--- src/rtl/icache_refill_ctrl_if.sv ---
// Signal bundle between the I-cache refill controller and the fetch stage, cache arrays and memory bus.
// The master modport is the controller side; the slave modport is its environment.
interface icache_refill_ctrl_if #(
    parameter int ADDR_W = 32
);
    logic              fetch_valid;
    logic [ADDR_W-1:0] fetch_addr;
    logic              hit;
    logic              miss_stall;

    logic              mem_req;
    logic [ADDR_W-1:0] mem_addr;
    logic              mem_gnt;
    logic              mem_rvalid;
    logic [31:0]       mem_rdata;

    logic              fill_we;
    logic [ADDR_W-1:0] fill_addr;
    logic [31:0]       fill_data;
    logic              tag_we;

    modport master (
        input  fetch_valid, fetch_addr, hit, mem_gnt, mem_rvalid, mem_rdata,
        output miss_stall, mem_req, mem_addr, fill_we, fill_addr, fill_data, tag_we
    );

    modport slave (
        output fetch_valid, fetch_addr, hit, mem_gnt, mem_rvalid, mem_rdata,
        input  miss_stall, mem_req, mem_addr, fill_we, fill_addr, fill_data, tag_we
    );
endinterface

--- src/rtl/icache_refill_ctrl.sv ---
// I-cache miss/refill controller: stalls fetch on a miss, bursts one line from memory and commits the tag.
// Define ICACHE_PERF_CNT_EN to add the perf_miss_cnt / perf_stall_cnt performance counters.
module icache_refill_ctrl #(
    parameter int LINE_WORDS = 4,
    parameter int ADDR_W     = 32
) (
    input  logic                  clk,
    input  logic                  rst_n,
    icache_refill_ctrl_if.master  bus
`ifdef ICACHE_PERF_CNT_EN
    ,
    output logic [31:0]           perf_miss_cnt,
    output logic [31:0]           perf_stall_cnt
`endif
);

    localparam int CNT_W = $clog2(LINE_WORDS);
    localparam logic [ADDR_W-1:0] LINE_MASK = ADDR_W'(LINE_WORDS * 4 - 1);

    typedef enum logic [1:0] {
        IDLE,
        REQ,
        FILL,
        COMMIT
    } state_t;

    state_t             state;
    logic [CNT_W-1:0]   cnt;
    logic [ADDR_W-1:0]  line_base;
    logic               mem_req_q;
    logic               tag_we_q;
    logic               miss_start;
    logic               fill_fire;

    assign miss_start = (state == IDLE) && bus.fetch_valid && !bus.hit;
    assign fill_fire  = (state == FILL) && bus.mem_rvalid;

    // A started refill always runs to COMMIT; there is no abort path for redirects.
    always_ff @(posedge clk or negedge rst_n) begin
        if (!rst_n) begin
            state     <= IDLE;
            cnt       <= '0;
            line_base <= '0;
            mem_req_q <= 1'b0;
            tag_we_q  <= 1'b0;
        end else begin
            case (state)
                IDLE: begin
                    if (miss_start) begin
                        line_base <= bus.fetch_addr & ~LINE_MASK;
                        cnt       <= '0;
                        mem_req_q <= 1'b1;
                        state     <= REQ;
                    end
                end
                REQ: begin
                    if (bus.mem_gnt) begin
                        mem_req_q <= 1'b0;
                        state     <= FILL;
                    end
                end
                FILL: begin
                    if (bus.mem_rvalid) begin
                        cnt <= cnt + CNT_W'(1);
                        if (cnt == CNT_W'(LINE_WORDS - 1)) begin
                            tag_we_q <= 1'b1;
                            state    <= COMMIT;
                        end
                    end
                end
                COMMIT: begin
                    tag_we_q <= 1'b0;
                    state    <= IDLE;
                end
                default: begin
                    mem_req_q <= 1'b0;
                    tag_we_q  <= 1'b0;
                    state     <= IDLE;
                end
            endcase
        end
    end

    // The IDLE miss term is combinational so the missing fetch never enters IF-ID.
    assign bus.miss_stall = miss_start || (state != IDLE);
    assign bus.mem_req    = mem_req_q;
    assign bus.mem_addr   = line_base;
    assign bus.tag_we     = tag_we_q;
    assign bus.fill_we    = fill_fire;
    assign bus.fill_addr  = fill_fire ? (line_base | ADDR_W'({cnt, 2'b00})) : '0;
    assign bus.fill_data  = fill_fire ? bus.mem_rdata : 32'h0;

`ifdef ICACHE_PERF_CNT_EN
    always_ff @(posedge clk or negedge rst_n) begin
        if (!rst_n) begin
            perf_miss_cnt  <= 32'h0;
            perf_stall_cnt <= 32'h0;
        end else begin
            if (miss_start) begin
                perf_miss_cnt <= perf_miss_cnt + 32'd1;
            end
            if (bus.miss_stall) begin
                perf_stall_cnt <= perf_stall_cnt + 32'd1;
            end
        end
    end
`endif

endmodule

--- src/flat_wrapper.sv ---
// flat-port wrapper written by rule: the top's interface ports become plain ports
module icache_refill_ctrl_flat 
#(
    parameter int LINE_WORDS = 4,
    parameter int ADDR_W     = 32
)
  (clk, rst_n, bus_fetch_valid, bus_fetch_addr, bus_hit, bus_mem_gnt, bus_mem_rvalid, bus_mem_rdata, bus_miss_stall, bus_mem_req, bus_mem_addr, bus_fill_we, bus_fill_addr, bus_fill_data, bus_tag_we);
  icache_refill_ctrl_if #(.ADDR_W(ADDR_W)) bus_i ();
  input  logic clk;
  input  logic rst_n;
  input wire logic [$bits(bus_i.fetch_valid)-1:0] bus_fetch_valid;
  input wire logic [$bits(bus_i.fetch_addr)-1:0] bus_fetch_addr;
  input wire logic [$bits(bus_i.hit)-1:0] bus_hit;
  input wire logic [$bits(bus_i.mem_gnt)-1:0] bus_mem_gnt;
  input wire logic [$bits(bus_i.mem_rvalid)-1:0] bus_mem_rvalid;
  input wire logic [$bits(bus_i.mem_rdata)-1:0] bus_mem_rdata;
  output wire logic [$bits(bus_i.miss_stall)-1:0] bus_miss_stall;
  output wire logic [$bits(bus_i.mem_req)-1:0] bus_mem_req;
  output wire logic [$bits(bus_i.mem_addr)-1:0] bus_mem_addr;
  output wire logic [$bits(bus_i.fill_we)-1:0] bus_fill_we;
  output wire logic [$bits(bus_i.fill_addr)-1:0] bus_fill_addr;
  output wire logic [$bits(bus_i.fill_data)-1:0] bus_fill_data;
  output wire logic [$bits(bus_i.tag_we)-1:0] bus_tag_we;
  assign bus_i.fetch_valid = bus_fetch_valid;
  assign bus_i.fetch_addr = bus_fetch_addr;
  assign bus_i.hit = bus_hit;
  assign bus_i.mem_gnt = bus_mem_gnt;
  assign bus_i.mem_rvalid = bus_mem_rvalid;
  assign bus_i.mem_rdata = bus_mem_rdata;
  assign bus_miss_stall = bus_i.miss_stall;
  assign bus_mem_req = bus_i.mem_req;
  assign bus_mem_addr = bus_i.mem_addr;
  assign bus_fill_we = bus_i.fill_we;
  assign bus_fill_addr = bus_i.fill_addr;
  assign bus_fill_data = bus_i.fill_data;
  assign bus_tag_we = bus_i.tag_we;
  icache_refill_ctrl #(.LINE_WORDS(LINE_WORDS), .ADDR_W(ADDR_W)) u_core (.clk(clk), .rst_n(rst_n), .bus(bus_i));
endmodule
--- config.mk ---
export PLATFORM = sky130hd
export DESIGN_NAME = icache_refill_ctrl_flat
export DESIGN_NICKNAME = d
export VERILOG_FILES = /design/src/rtl/icache_refill_ctrl_if.sv /design/src/rtl/icache_refill_ctrl.sv /design/src/flat_wrapper.sv
export SDC_FILE = /design/constraint.sdc
export NUM_CORES = 1
export LEC_CHECK = 0
export CORE_MARGIN = 1
export CORE_UTILIZATION = 29
export CTS_CLUSTER_DIAMETER = 100
export DETAILED_ROUTE_END_ITERATION = 10
export GPL_TIMING_DRIVEN = 0
export PLACE_DENSITY = 0.85
export SYNTH_ARGS = -nofsm -noshare
export SYNTH_HDL_FRONTEND = slang
export SYNTH_SLANG_ARGS = --single-unit
export TNS_END_PERCENT = 1
--- constraint.sdc ---
create_clock -name clk -period 1.6 [get_ports clk]
set_clock_uncertainty 0.1 [all_clocks]
set_input_delay 0.16 -clock clk [delete_from_list [all_inputs] [get_ports clk]]
set_output_delay 0.16 -clock clk [all_outputs]
set_load 0.01 [all_outputs]
=== Word level (Yosys, flattened, before mapping) ===
Index checks and enable logic that the tools add are counted.

* Register bits: 34

* Add/sub/neg operators: 1
* Eq/ne operators: 8
* Muxes and demuxes: 16
* Bitwise logic cells: 1
* Reduce and logical (&&, ||, !) cells: 15

{| class="wikitable"
|+ Operators by type and width
! kind !! number
|-
| $mux W32 || 2
|-
| $or A32 B4 Y32 || 1
|-
| $mux W2 || 6
|-
| $reduce_and A3 Y1 || 3
|-
| $pmux W2 S4 || 1
|-
| $reduce_bool A2 Y1 || 4
|-
| $eq A2 B2 Y1 const B || 3
|-
| $ne A2 B2 Y1 const B || 3
|-
| $mux W1 || 4
|-
| $pmux W1 S2 || 2
|-
| $pmux W2 S2 || 1
|-
| $reduce_and A4 Y1 || 1
|-
| $logic_and A1 B1 Y1 || 3
|-
| $add A2 B1 Y2 const B || 1
|-
| $eq A2 B1 Y1 const B || 1
|-
| $logic_not A2 Y1 || 1
|-
| $ne A2 B1 Y1 const B || 1
|-
| $reduce_and A2 Y1 || 1
|-
| $logic_not A1 Y1 || 1
|-
| $logic_or A1 B1 Y1 || 1
|}

=== Depth between registers and ports, before layout ===
* Word-level depth: 5
* Gate-level depth with buffers: 7
* Mapped depth without buffers: 5

=== Worst setup path after synthesis ===
Ideal clock, no wire load.

* Path kind: register -> register
* Start: reg u_core.state[0]
* End: reg u_core.line_base[17] (netlist: u_core.bus.mem_addr[17])
* Arrival time: 1.425 ns
* Required time: 1.375 ns
* Slack: -0.050 ns
* Stages on the path, launching flop included: 7
* Buffers on the path: 2
* Period minus slack after synthesis: 1.650 ns
* Cells stage by stage: dfrtp_1 -> inv_1 -> ha_1 -> nand3b_2 -> buf_6 -> buf_6 -> mux2_4

* Word-level cells in the longest chain between the ends: 4

{| class="wikitable"
|+ RTL lines
! what !! line !! RTL
|-
| from (decl) || icache_refill_ctrl.sv:27 || <nowiki>state_t state;</nowiki>
|-
| from (signal assigned) || icache_refill_ctrl.sv:41 || <nowiki>state <= IDLE;</nowiki>
|-
| from (signal assigned) || icache_refill_ctrl.sv:53 || <nowiki>state <= REQ;</nowiki>
|-
| from (signal assigned) || icache_refill_ctrl.sv:59 || <nowiki>state <= FILL;</nowiki>
|-
| $logic_not A2 Y1 * || icache_refill_ctrl.sv:35, icache_refill_ctrl.sv:47 ||
|-
| $logic_and A1 B1 Y1 (2 in series) || icache_refill_ctrl.sv:35 || <nowiki>assign miss_start = (state == IDLE) && bus.fetch_valid && !bus.hit;</nowiki>
|-
| $reduce_and A2 Y1 (no source line) * || n/a ||
|-
| to (signal assigned) || icache_refill_ctrl.sv:50 || <nowiki>line_base <= bus.fetch_addr & ~LINE_MASK;</nowiki>
|-
| to (decl) || icache_refill_ctrl.sv:29 || <nowiki>logic [ADDR_W-1:0] line_base;</nowiki>
|}

Every way passes the cells marked *; elsewhere a longest branch is shown, timed or not.
A chain may end at the register's enable or synchronous reset.

=== Worst setup path after layout ===
* Start: reg u_core.state[0]
* End: out bus_fill_data[29]

* Word-level cells in the longest chain between the ends: 3

{| class="wikitable"
|+ RTL lines
! what !! line !! RTL
|-
| $eq A2 B2 Y1 || icache_refill_ctrl.sv:36 || <nowiki>assign fill_fire = (state == FILL) && bus.mem_rvalid;</nowiki>
|-
| $logic_and A1 B1 Y1 || icache_refill_ctrl.sv:36 ||
|-
| $mux W32 || icache_refill_ctrl.sv:91 || <nowiki>assign bus.fill_data = fill_fire ? bus.mem_rdata : 32'h0;</nowiki>
|-
| to (decl) || flat_wrapper.sv:22 || <nowiki>output wire logic [$bits(bus_i.fill_data)-1:0] bus_fill_data;</nowiki>
|}

Every way passes these cells.

==> flow_metrics.tcl <==
set metrics [dict create \
    drc 15 \
    wl_per_cell_um 15.9 \
    layout-drive-gt1-share_pct 40.2 \
    hold_path_class "primary input to flop" \
    numPortBuffers 159 \
    grt_use_total_pct 19.4 \
    p_comb_share_pct 61.2 \
    hold_violations 0 \
    async_flop_share_pct 100 \
    crit_arrival_ps 1490 \
    place_ws_ps -1010 \
    ys_seq_area_share_pct 42.9 \
    final_cells 445 \
    vias_per_cell 4.80 \
    powerDensity_mw_per_mm2 1640 \
    die_w_um 84.7 \
    synth_ff_type "dfrtp_1" \
    clkTransAtPathRegs_ps 80 \
    worst_pin_slew_ps 796 \
    synthTopCellsByArea "dfrtp_1 43%, and3_1 20%, mux2_2 11%" \
    p_total_mw 6.27 \
    slew_headroom_pct 46.9 \
    first_pass_iters 9 \
    synth-edff-count 0 \
    cts_sinks 34 \
    timing.rr.start "u_core.state[0]" \
    rows 29 \
    cts_buffer_depth 2 \
    synth_top_area_share_pct 42.9 \
    root_buffer "clkbuf_8" \
    drt_iter0_markers 57 \
    synthCells 183 \
    worstHoldPathCells 2 \
    slew_viol_final 0 \
    worstReg2RegEnd "u_core.bus.mem_addr[20]" \
    syn-cell-area_mm2 0.00198 \
    timing.final.ws_setup_ps -150 \
    status "finished with violations" \
    yosysMostFrequentCell "and3_1" \
    cts_buffers 5 \
    setup_violations 87 \
    ys_ff_latch 34 \
    ys_warn_count 0 \
    pwr-share-clk_pct 12.9 \
    globalplace.congestion 0.743 \
    p_leak_nw 2.09 \
    max_cap_viol_count 0 \
    globalRouteOverflowTotal 0 \
    start_util_pct 30.7 \
    syn_area_per_cell_um2 10.8 \
    drt_wl_total_um 7070 \
    min_to "u_core.bus.mem_addr[12]" \
    tns_ps -8550 \
    required_ps 1340 \
    p_seq_share_pct 25.8 \
    holdCritStartpoint "bus_fetch_addr[12]" \
    syn_to_final_growth_pct 93.4 \
    r2r_slack_ps -130 \
    cts_max_level 2 \
    grt_pass1_vias 2218 \
    cp_max_fo 5 \
    clk_latency_ps 280 \
    internal_power_mw 4.12 \
    fin_nets 443 \
    dpl.hpwl_um 5240 \
    sw_frac_of_total_pct 34.3 \
    cts_tree "yes" \
    yosys.area.top_type "dfrtp_1" \
    final_antenna_net_count 0 \
    rsz0062_at_grt "true" \
    synthTopCellsByCount "63 x and3_1, 34 x dfrtp_1, 20 x mux2_2" \
    coreArea_mm2 0.00646 \
    io_pins 170 \
    path_class "flop to output port" \
    p_switching_mw 2.15 \
    peakVddDrop_mv 0.919 \
    fmax_ghz 0.571 \
    start_kind "flop" \
    antenna_found_initial 0 \
    dpl.cell_count 424 \
    violations "design-rule violations, negative setup slack" \
    end_kind "output port" \
    ff2ff_path_depth 7 \
    period_needed_ps 1750 \
    grt_pass1_wl_um 10800 \
    fin_crit_sh_pct 109 \
    antennaDiodeCount 0 \
    grt_max_degree 35 \
    dieArea_mm2 0.00717 \
    die_height_um 84.7 \
    vias 2138 \
    finish.utilization_pct 59.4 \
    synth_cell_type_count 26 \
]
layer usage:
metal | up-vias | global-route usage [%] | part of all wire, %
met5 | - | 0 | 0
met4 | 0 | 4.47 | 1.1
met3 | 11 | 5.01 | 8.3
met1 | 1013 | 21.7 | 37
li1 | 1005 | - | -
met2 | 109 | 36.7 | 53
metrics by stage:
stage	hold slack, ps	cell area [um2]
5_1_grt	377	3830
2_1_floorplan	-236	2010
3_3_place_gp	407	3690
3_5_place_dp	192	3690
4_1_cts	366	3750
6_report	371	3830
flip-flops by register name, indices dropped and copies added (netlist names):
| signal | count |
|---|---|
| u_core.cnt | 2 |
| u_core.state | 2 |
| u_core.bus.mem_addr | 28 |
| u_core.bus.tag_we | 1 |
| u_core.bus.mem_req | 1 |
how the worst max path moves through the flow:
stage	start	cells after the start	end
finish	u_core.state[0]	6	bus_fill_data[29]
floorplan	u_core.state[0]	6	u_core.bus.mem_addr[17]
CTS	u_core.state[0]	6	bus_fill_data[12]
detailed placement	bus_mem_rvalid	5	bus_fill_addr[17]
global placement	bus_mem_rvalid	5	bus_fill_addr[18]
global route	u_core.state[0]	6	bus_fill_data[29]
cell type report:
| cell class | instances | area (um2) |
|---|---|---|
| Fill cell | 589 | 2630 |
| Timing Repair Buffer | 172 | 1450 |
| Multi-Input combinational cell | 127 | 1070 |
| Sequential cell | 34 | 851 |
| Buffer | 23 | 235 |
| Tap cell | 77 | 96.3 |
| Clock buffer | 5 | 68.8 |
| Clock inverter | 3 | 45.0 |
| Inverter | 4 | 15.0 |
cell usage in the layout, fill, tap and decap left out, types with 2 or more instances in the layout:
master            n
nor2_1            4
ha_4              2
buf_6            10
buf_2            58
a21o_1            2
mux2_2           19
inv_1             3
conb_1            6
clkinvlp_4        2
mux2_4           10
ha_1              4
buf_4            14
a221o_1           2
and3_4            6
clkbuf_8          7
and3_1           57
clkbuf_2          3
buf_8             7
clkdlybuf4s50_1  93
clkbuf_4          2
dfrtp_1          34
nand2_1           3
power by group through the flow:
stage | clock (mW) | combinational (mW) | sequential (mW)
after floorplan | 0 | 1.38 | 1.75
after global placement | 0 | 3.27 | 1.60
after detailed placement | 0 | 3.33 | 1.63
after CTS | 0.824 | 3.72 | 1.62
after global routing | 0.856 | 4.11 | 1.69
final | 0.810 | 3.84 | 1.62
kinds of logic (layout without fill, tap and decap cells):
group           after synthesis  in the layout  share of synthesized area [%]
simple gates                 76             76                           23.4
flops                        34             34                           42.9
mux                          30             30                           18.7
buf+inv                      27            207                           7.13
compound gates                9              9                           3.91
fa+ha+maj                     6              6                           3.79
other cells                   1              6                          0.189
worst max-delay path, stage by stage, from the launching register on:
cell and delay [ps]:
dfrtp_1 400, inv_2 90, ha_4 170, buf_8 140, clkbuf_8 140, and3_4 170
buf_6 100
timing repair:
item,CTS,global route
resized for setup,297,21
pin swaps,0,0
gates cloned,3,0
hold endpoints to repair,34,0
endpoints found under the setup margin,87,96
hold buffers,1,0
setup buffers,9,0
No activity file was read; power rests on OpenSTA's default activity.
